### config.mk
export PLATFORM = sky130hd
export DESIGN_NAME = lector_registro_flat
export DESIGN_NICKNAME = d
export VERILOG_FILES = /design/src/rtl/lector_registro_if.sv /design/src/rtl/lector_registro.sv /design/src/flat_wrapper.sv
export SDC_FILE = /design/constraint.sdc
export NUM_CORES = 1
export LEC_CHECK = 0
export ABC_AREA = 1
export ABC_CLOCK_PERIOD_IN_PS = 2900
export CORE_MARGIN = 3
export CORE_UTILIZATION = 30
export DETAILED_ROUTE_END_ITERATION = 6
export SLEW_MARGIN = 20
export SYNTH_ARGS = -nofsm -noshare
export SYNTH_HDL_FRONTEND = slang
export SYNTH_SLANG_ARGS = --single-unit
### constraint.sdc
create_clock -name clk -period 2.9 [get_ports clk]
set_input_delay 0.58 -clock clk [delete_from_list [all_inputs] [get_ports clk]]
set_output_delay 0.58 -clock clk [all_outputs]
set_load 0.005 [all_outputs]
### src/rtl/lector_registro_if.sv
// Signal bundle for lector_registro: the register-file read port, the start/abort
// controls, status flags, and the outgoing valid/ready word stream.
interface lector_registro_if #(
    parameter int NREG  = 32,
    parameter int ANCHO = 32
);
    localparam int AW = $clog2(NREG);

    logic             inicio;
    logic             abortar;
    logic [AW-1:0]    dirini;
    logic [AW:0]      cuenta;
    logic [AW-1:0]    dirlec;
    logic [ANCHO-1:0] datolec;
    logic [ANCHO-1:0] dato_sal;
    logic             valido;
    logic             listo;
    logic             ultimo;
    logic             ocupado;
    logic             fin;

    modport master (
        input  inicio, abortar, dirini, cuenta, datolec, listo,
        output dirlec, dato_sal, valido, ultimo, ocupado, fin
    );

    modport slave (
        output inicio, abortar, dirini, cuenta, datolec, listo,
        input  dirlec, dato_sal, valido, ultimo, ocupado, fin
    );
endinterface

### src/rtl/lector_registro.sv
// Walks a wrapping register range over the read port; first word valid 2 cycles after inicio, at most 1 word/2 cycles.
// Word and ultimo are held while listo=0. LECTOR_CHECKSUM_EN appends an XOR checksum word.
module lector_registro #(
    parameter int NREG  = 32,
    parameter int ANCHO = 32
) (
    input  logic               clk,
    input  logic               reset,
    lector_registro_if.master  bus
);
    localparam int            AW   = $clog2(NREG);
    localparam logic [AW:0]   NMAX = (AW+1)'(NREG);
    localparam logic [AW:0]   UNO  = (AW+1)'(1);
    localparam logic [AW-1:0] DMAX = AW'(NREG - 1);

    typedef enum logic [2:0] {
        REPOSO = 3'd0,
        LEER   = 3'd1,
        ENVIAR = 3'd2,
`ifdef LECTOR_CHECKSUM_EN
        SUMA   = 3'd3,
`endif
        FIN    = 3'd4
    } estado_t;

    estado_t          estado, estado_nx;
    logic [AW-1:0]    dir, dir_nx;
    logic [AW:0]      resto, resto_nx;
    logic [ANCHO-1:0] dato_r, dato_nx;
    logic             valido_r, valido_nx;
    logic             ultimo_r, ultimo_nx;
    logic [AW:0]      cuenta_ef;
    logic [AW-1:0]    dir_sig;
`ifdef LECTOR_CHECKSUM_EN
    logic [ANCHO-1:0] cks, cks_nx;
`endif

    // A count of zero, or anything past the file size, reads the whole file once.
    assign cuenta_ef = (bus.cuenta == '0 || bus.cuenta > NMAX) ? NMAX : bus.cuenta;
    assign dir_sig   = (dir == DMAX) ? '0 : dir + AW'(1);

    always_ff @(posedge clk or posedge reset) begin
        if (reset) begin
            estado   <= REPOSO;
            dir      <= '0;
            resto    <= '0;
            dato_r   <= '0;
            valido_r <= 1'b0;
            ultimo_r <= 1'b0;
`ifdef LECTOR_CHECKSUM_EN
            cks      <= '0;
`endif
        end else begin
            estado   <= estado_nx;
            dir      <= dir_nx;
            resto    <= resto_nx;
            dato_r   <= dato_nx;
            valido_r <= valido_nx;
            ultimo_r <= ultimo_nx;
`ifdef LECTOR_CHECKSUM_EN
            cks      <= cks_nx;
`endif
        end
    end

    always_comb begin
        estado_nx = estado;
        dir_nx    = dir;
        resto_nx  = resto;
        dato_nx   = dato_r;
        valido_nx = valido_r;
        ultimo_nx = ultimo_r;
`ifdef LECTOR_CHECKSUM_EN
        cks_nx    = cks;
`endif
        unique case (estado)
            REPOSO: begin
                if (bus.inicio) begin
                    dir_nx    = bus.dirini;
                    resto_nx  = cuenta_ef;
`ifdef LECTOR_CHECKSUM_EN
                    cks_nx    = '0;
`endif
                    estado_nx = LEER;
                end
            end
            LEER: begin
                if (bus.abortar) begin
                    valido_nx = 1'b0;
                    ultimo_nx = 1'b0;
                    estado_nx = FIN;
                end else begin
                    dato_nx   = bus.datolec;
                    valido_nx = 1'b1;
`ifdef LECTOR_CHECKSUM_EN
                    ultimo_nx = 1'b0;
                    cks_nx    = cks ^ bus.datolec;
`else
                    ultimo_nx = (resto == UNO);
`endif
                    estado_nx = ENVIAR;
                end
            end
            ENVIAR: begin
                // Abort wins over a handshake in the same cycle: the word is dropped and dir stays put.
                if (bus.abortar) begin
                    valido_nx = 1'b0;
                    ultimo_nx = 1'b0;
                    estado_nx = FIN;
                end else if (bus.listo) begin
                    valido_nx = 1'b0;
                    ultimo_nx = 1'b0;
                    dir_nx    = dir_sig;
                    resto_nx  = resto - UNO;
                    if (resto == UNO) begin
`ifdef LECTOR_CHECKSUM_EN
                        dato_nx   = cks;
                        valido_nx = 1'b1;
                        ultimo_nx = 1'b1;
                        estado_nx = SUMA;
`else
                        estado_nx = FIN;
`endif
                    end else begin
                        estado_nx = LEER;
                    end
                end
            end
`ifdef LECTOR_CHECKSUM_EN
            SUMA: begin
                if (bus.abortar || bus.listo) begin
                    valido_nx = 1'b0;
                    ultimo_nx = 1'b0;
                    estado_nx = FIN;
                end
            end
`endif
            FIN: begin
                valido_nx = 1'b0;
                ultimo_nx = 1'b0;
                estado_nx = REPOSO;
            end
            default: begin
                valido_nx = 1'b0;
                ultimo_nx = 1'b0;
                estado_nx = REPOSO;
            end
        endcase
    end

    assign bus.dirlec   = dir;
    assign bus.dato_sal = dato_r;
    assign bus.valido   = valido_r;
    assign bus.ultimo   = ultimo_r;
    assign bus.ocupado  = (estado != REPOSO);
    assign bus.fin      = (estado == FIN);
endmodule

### src/flat_wrapper.sv
// flat-port wrapper written by rule: the top's interface ports become plain ports
module lector_registro_flat 
#(
    parameter int NREG  = 32,
    parameter int ANCHO = 32
)
  (clk, reset, bus_inicio, bus_abortar, bus_dirini, bus_cuenta, bus_datolec, bus_listo, bus_dirlec, bus_dato_sal, bus_valido, bus_ultimo, bus_ocupado, bus_fin);
  lector_registro_if #(.NREG(NREG), .ANCHO(ANCHO)) bus_i ();
  input  logic clk;
  input  logic reset;
  input wire logic [$bits(bus_i.inicio)-1:0] bus_inicio;
  input wire logic [$bits(bus_i.abortar)-1:0] bus_abortar;
  input wire logic [$bits(bus_i.dirini)-1:0] bus_dirini;
  input wire logic [$bits(bus_i.cuenta)-1:0] bus_cuenta;
  input wire logic [$bits(bus_i.datolec)-1:0] bus_datolec;
  input wire logic [$bits(bus_i.listo)-1:0] bus_listo;
  output wire logic [$bits(bus_i.dirlec)-1:0] bus_dirlec;
  output wire logic [$bits(bus_i.dato_sal)-1:0] bus_dato_sal;
  output wire logic [$bits(bus_i.valido)-1:0] bus_valido;
  output wire logic [$bits(bus_i.ultimo)-1:0] bus_ultimo;
  output wire logic [$bits(bus_i.ocupado)-1:0] bus_ocupado;
  output wire logic [$bits(bus_i.fin)-1:0] bus_fin;
  assign bus_i.inicio = bus_inicio;
  assign bus_i.abortar = bus_abortar;
  assign bus_i.dirini = bus_dirini;
  assign bus_i.cuenta = bus_cuenta;
  assign bus_i.datolec = bus_datolec;
  assign bus_i.listo = bus_listo;
  assign bus_dirlec = bus_i.dirlec;
  assign bus_dato_sal = bus_i.dato_sal;
  assign bus_valido = bus_i.valido;
  assign bus_ultimo = bus_i.ultimo;
  assign bus_ocupado = bus_i.ocupado;
  assign bus_fin = bus_i.fin;
  lector_registro #(.NREG(NREG), .ANCHO(ANCHO)) u_core (.clk(clk), .reset(reset), .bus(bus_i));
endmodule
==> results of run 1 <==
## worst max-delay path by stage
stage	from	cells past startpoint	slack [ns]	end
2_1_floorplan	reset	1	1.18	u_core.bus.dato_sal[0]
3_3_place_gp	bus_abortar	6	0.96	u_core.bus.dato_sal[10]
3_5_place_dp	bus_abortar	6	0.93	u_core.bus.dato_sal[4]
4_1_cts	u_core.estado[1]	3	0.70	bus_ocupado
5_1_grt	u_core.estado[1]	3	0.63	bus_ocupado
6_report	u_core.estado[1]	3	0.74	bus_ocupado
## area by class of cell
cell class	count	area [um2]	share of cell area
tap	99	124	0.0372
multi-input combinational	211	942	0.283
clock inverter	1	7.51	0.00226
sequential	48	1200	0.361
inverter	18	70.1	0.0211
timing repair buffer	90	896	0.269
clock buffer	7	86.3	0.0259
## metrics by stage
stage          cell area (um2)  hold slack [ns]  worst slack, ns
3_3_place_gp              3230            0.460            0.959
5_1_grt                   3330            0.513            0.626
4_1_cts                   3330            0.492            0.698
2_1_floorplan             2290            0.442             1.18
6_report                  3330            0.488            0.741
3_5_place_dp              3230            0.469            0.931
## logic make-up (layout without fill, tap and decap cells)
logic type                 after synthesis  count (layout)
DFF                                     48              48
xor gates and xnor gates                 1               1
adders and majority gates                4               4
and+or+nand+nor                        194             194
AOI/OAI and AO/OA                       12              12
buffers and inverters                   26             116
## state kept, by name, summed over array words and instances (netlist names)
name and flops:
u_core.resto 6, u_core.bus.dirlec 5, u_core.bus.valido 1, u_core.bus.dato_sal 32, u_core.bus.ultimo 1, u_core.estado 3
## critical path: cells and delay by family, from the launching register on
kind | cells | cell delay, ns
flip-flops | 1 | 0.51
AND/OR/NAND/NOR | 1 | 0.14
buffers and inverters | 2 | 0.63
## Yosys cell counts
cell and n:
nand3_4 1, o21ai_2 3, inv_1 15, nand2_4 2
nor2_4 2, buf_2 3, nor3_1 1, nor2_1 10
nand4_1 2, nand3_1 13, xor2_1 1, o21ai_0 7
buf_6 4, dfrtp_1 48, nand3_2 1, a21oi_1 2
nand4_2 1, inv_2 2, inv_4 1, buf_12 1
nand2_2 1, nand2_1 160, ha_1 4
## power by group
part           switching, mW  internal, mW  total [mW]
clock network          0.218         0.194       0.412
logic                  0.692         0.769        1.46
registers              0.223         0.972        1.19
## routing by layer
metal / track usage / routed length [um] / up-vias
met5: 0 / 0 / -
met4: 0.0330 / 40 / 0
met3: 0.0628 / 544 / 5
met2: 0.214 / 2500 / 55
met1: 0.162 / 2430 / 909
li1: - / - / 1050
==> flow_summary.toml, run 1 <==
[floorplan]
chipWidth_um = 93.4
start_util = 0.313
die_y_um = 93.4
fp-row-count = 31
ioPinCount = 89
dieArea_um2 = 8730
core_area_um2 = 7330

[critical_path]
slowest_stage = "clkdlybuf4s50_1"
end_kind = "output port"
r2r-end = "u_core.bus.dirlec[0]"
path_class = "reg -> out"
cp-start-kind = "flop"
worstPathRequired_ns = 2.32
path_cells = "inv_1 > nand2_1 > clkdlybuf4s50_1"
r2r_slack_ns = 1.36
r2r_cells = 9
crit_fanout = 5
cpPeakStageDelay_ns = 0.52
r2r_start = "u_core.bus.dirlec[0]"
critPathArrivalTime_ns = 1.58

[cts]
postCtsHoldBufs = 0
worstSkewPairLatency_ns = 0.29
cts_tree = "yes"
cts_setup_buffers = 0
cts_made_buffers = 5
root_buffer = "clkbuf_8"
clk_pin_slew_ns = 0.08
post_cts.resized_instances = 0
clk_path_buf_depth = 2
cts.sinks = 48
htree_num_levels = 2

[cells_and_area]
fillCellCount = 753
layout_commonest_cell = "nand2_1"
final_nets = 426
final_layout_size_suffix_gt1_frac = 0.0640
fin_util = 0.454
final_cell_mix = "nand2_1, clkdlybuf4s50_1, dfrtp_1"
syn2layout_area_growth_pct = 45.1
finalNonFillerCells = 474
n_antenna_cell = 0

[sta]
fmax_mhz = 463
clock_skew_ns = 0.00560
period_share = 0.745
finalCriticalPeriod_ns = 2.16
finalSetupTns_ns = 0
worst_pin_slew_ns = 0.599
slew_headroom = 0.601
hold_viol_final = 0
grt_setup_unrepaired = "no"
setup-violations-final = 0
drv_slew = 0

[synth]
synth.area.top_cells = "dfrtp_1, nand2_1, nand3_1"
synthAdderAreaFrac = 0.0218
synth_top_family_by_area = "simple AND/OR/NAND/NOR gates"
ys_seq_area_frac = 0.524
synth_top_area_cell = "dfrtp_1"
synthSimpleGateAreaFrac = 0.354
synth_fp_nets = 337
synthMuxAreaShare = 0
synth_xor_area_frac = 0.00382
postSynthCellCount = 285
syn-cell-area_um2 = 2290
yosysTopAreaCellShare = 0.524
ys_ff_latch = 48
yosys.cell_types.count = 23
yosys_warnings = 0
synth_compound_area_frac = 0.0311
postSynthAreaPerCell_um2 = 8.05

[min_path]
min_from = "u_core.resto[5]"
hold_class = "reg -> reg"
whs_endpoint = "u_core.resto[5]"
hold-path-cell-count = 2

[power]
vdd_drop_max_uv = 395
total_power_mw = 3.07
power_density_nw_per_um2 = 922
p_leak_nw = 1.66

[placement]
dp.cells = 466
portBuffers = 88
hpwl_um = 3970
gp_congestion = 0.732

[routing]
drt_iter0_drc = 61
drt_pre_antenna_iters = 4
post_drt_wl_per_cell_um = 11.6
postRouteAntennaNets = 0
via_per_inst = 4.26
drt_wl_total_um = 5520
vias = 2019
remaining_drc_errors = 0

[global_routing]
grt_max_degree = 49
grtUsageTotal = 0.134
grt_pass1_wl_um = 9490
overflow = 0
grt_pass1_vias = 2113
grt_antenna_before_repair = 0

[run]
cap_violations = 0

[status]
status = "complete, no violations"
(Power assumes the default switching activity.)
==> run 2, diff against run 1 <==
--- a/config.mk
+++ b/config.mk
@@ -6,7 +6,7 @@
 export NUM_CORES = 1
 export LEC_CHECK = 0
 export ABC_AREA = 1
-export ABC_CLOCK_PERIOD_IN_PS = 2900
+export ABC_CLOCK_PERIOD_IN_PS = 1900
 export CORE_MARGIN = 3
 export CORE_UTILIZATION = 30
 export DETAILED_ROUTE_END_ITERATION = 6
==> constraint.sdc (replaced) <==
create_clock -name clk -period 1.9 [get_ports clk]
set_input_delay 0.38 -clock clk [delete_from_list [all_inputs] [get_ports clk]]
set_output_delay 0.38 -clock clk [all_outputs]
set_load 0.005 [all_outputs]
==> run 2 against run 1 <==
Sequential cell count stayed put. Clock skew is 0.0044 ns higher. Die area stayed put. Count of clock-buffer cells in the layout is 2 lower. Routed wire length is 3.0% higher. First-iteration DRC count is 11% lower. Critical path type unchanged. Critical endpoint unchanged.
==> flow_summary.toml, run 2 (same netlist as run 1, synthesis figures left out) <==
[global_routing]
grt_pass1_vias = 2194
grt_pass1_wl_um = 9830
grtUsageTotal = 0.140
grt_max_degree = 33
overflow = 0
grt_antenna_before_repair = 0

[cts]
clk_pin_slew_ns = 0.10
cts.sinks = 48
cts_tree = "yes"
clk_path_buf_depth = 2
cts_made_buffers = 5
root_buffer = "clkbuf_8"
postCtsHoldBufs = 0
worstSkewPairLatency_ns = 0.30
htree_num_levels = 2

[critical_path]
path_delay_family = "buffers and inverters"
worstPathRequired_ns = 1.52
cpPeakStageDelay_ns = 0.52
end_kind = "output port"
critical_path_buf_inv_count = 1
path_cells = "nor2_4 > nand2_1 > clkdlybuf4s50_1"
critPathArrivalTime_ns = 1.42
slowest_stage = "clkdlybuf4s50_1"
cp-start-kind = "flop"
r2r_slack_ns = 0.42
path_class = "reg -> out"
crit_fanout = 4

[cells_and_area]
largest_register_ffs = 32
layout_commonest_cell = "nand2_1"
syn2layout_area_growth_pct = 47.1
n_antenna_cell = 0
final_layout_size_suffix_gt1_frac = 0.0792
final_nets = 430
final_cell_mix = "nand2_1, clkdlybuf4s50_1, dfrtp_1"

[sta]
finalSetupTns_ns = 0
grt_setup_unrepaired = "no"
setup-violations-final = 0
hold_viol_final = 0
finalCriticalPeriod_ns = 1.80
fmax_mhz = 554
drv_slew = 0
slew_headroom = 0.761
worst_pin_slew_ns = 0.359
fin_ws_ns = 0.0961
clock_skew_ns = 0.00999
period_share = 0.949

[routing]
drt_iter0_drc = 54
drt_pre_antenna_iters = 4
vias = 2038
post_drt_wl_per_cell_um = 11.9
via_per_inst = 4.26
met3WireLength_um = 564
postRouteAntennaNets = 0
highest_layer = "met4"
remaining_drc_errors = 0
met1_length_um = 2470
drt_wl_total_um = 5680
wl_met2_um = 2610

[floorplan]
core_area_um2 = 7330
ioPinCount = 89
dieArea_um2 = 8730
die_y_um = 93.4
start_util = 0.313
fp-row-count = 31
chipWidth_um = 93.4

[power]
p_leak_nw = 1.69
vdd_drop_max_uv = 572
power_density_nw_per_um2 = 1440

[placement]
hpwl_um = 4120
gp_congestion = 0.803
portBuffers = 88
dp_worst_setup_slack_ns = 0.163

[run]
cap_violations = 0

[status]
status = "complete, no violations"

[min_path]
hold_class = "in -> async"
run 2: cell types whose count changed in the layout (fill, tap and decap cells not counted), sizes merged:
cell | previous run | this run
clkinv | 0 | 1
clkbuf | 7 | 5
buf | 2 | 6
clkdlybuf4s50 | 88 | 87
dlygate4sd2 | 0 | 1
bufinv | 0 | 1
run 2: timing repair:
action                                  4_1_cts  5_1_grt
endpoints found under the setup margin        2        0
setup buffers                                 2        0
gates resized for setup                       2        0
run 2: metrics by stage:
stage               utilization  std cells  power, mW  area [um2]  hold WS (ns)
floorplan                     -        285       3.01        2290         0.442
global placement          0.443        468       4.09        3250         0.460
detailed placement        0.443        468       4.13        3250         0.469
CTS                       0.460        478       4.93        3370         0.431
global route              0.460        478       5.32        3370         0.454
finish                    0.460        478       4.85        3370         0.428
run 2: final timing paths:
kind | start | endpoint | cells after the start
setup / recovery | u_core.estado[0] | bus_ocupado | 3
min in group clk | u_core.bus.dato_sal[31] | u_core.bus.dato_sal[31] | 2
setup reg to reg | u_core.bus.dirlec[0] | u_core.bus.dirlec[3] | 9
hold / removal | reset | u_core.estado[0] | 3
max in group asynchronous | reset | u_core.bus.dato_sal[29] | 3
hold reg to reg | u_core.bus.dato_sal[31] | u_core.bus.dato_sal[31] | 2
run 2: routing by layer:
layer  track usage  up-vias
met5             0        -
met2         0.228       68
met4        0.0379        0
met1         0.169      909
met3        0.0636        6
li1              -     1055
run 2: cell type report:
cell class | count | area, um2
fill | 723 | 3960
inverter | 18 | 70.1
sequential | 48 | 1200
clock buffer | 5 | 68.8
multi-input combinational | 211 | 942
tap | 99 | 124
clock inverter | 3 | 42.5
timing repair buffer | 94 | 925
run 2: where the power goes:
group / switching [mW] / total, mW / leakage (nW) / internal, mW
combinational: 1.10 / 2.31 / 1.04 / 1.21
clock: 0.351 / 0.741 / 0.0541 / 0.390
sequential: 0.319 / 1.80 / 0.604 / 1.48
total: 1.77 / 4.85 / 1.69 / 3.08
run 2: worst register-to-register path, cell delays in order (launching register included):
cell	delay, ns
dfrtp_1	0.43
ha_1	0.24
nand2_1	0.07
nor2_1	0.04
ha_1	0.16
nor2_1	0.22
nand2_1	0.09
nand2_1	0.07
nand2_1	0.05
nand2_1	0.05
==> run 3, diff against run 2 <==
--- a/config.mk
+++ b/config.mk
@@ -9,8 +9,10 @@
 export ABC_CLOCK_PERIOD_IN_PS = 1900
 export CORE_MARGIN = 3
 export CORE_UTILIZATION = 30
+export CTS_BUF_LIST = sky130_fd_sc_hd__clkbuf_8
 export DETAILED_ROUTE_END_ITERATION = 6
-export SLEW_MARGIN = 20
+export SKIP_LAST_GASP = 1
+export SLEW_MARGIN = 25
 export SYNTH_ARGS = -nofsm -noshare
 export SYNTH_HDL_FRONTEND = slang
 export SYNTH_SLANG_ARGS = --single-unit
==> results of run 3 <==
No change in the layout: final DEF, timing and power equal those of run 2.
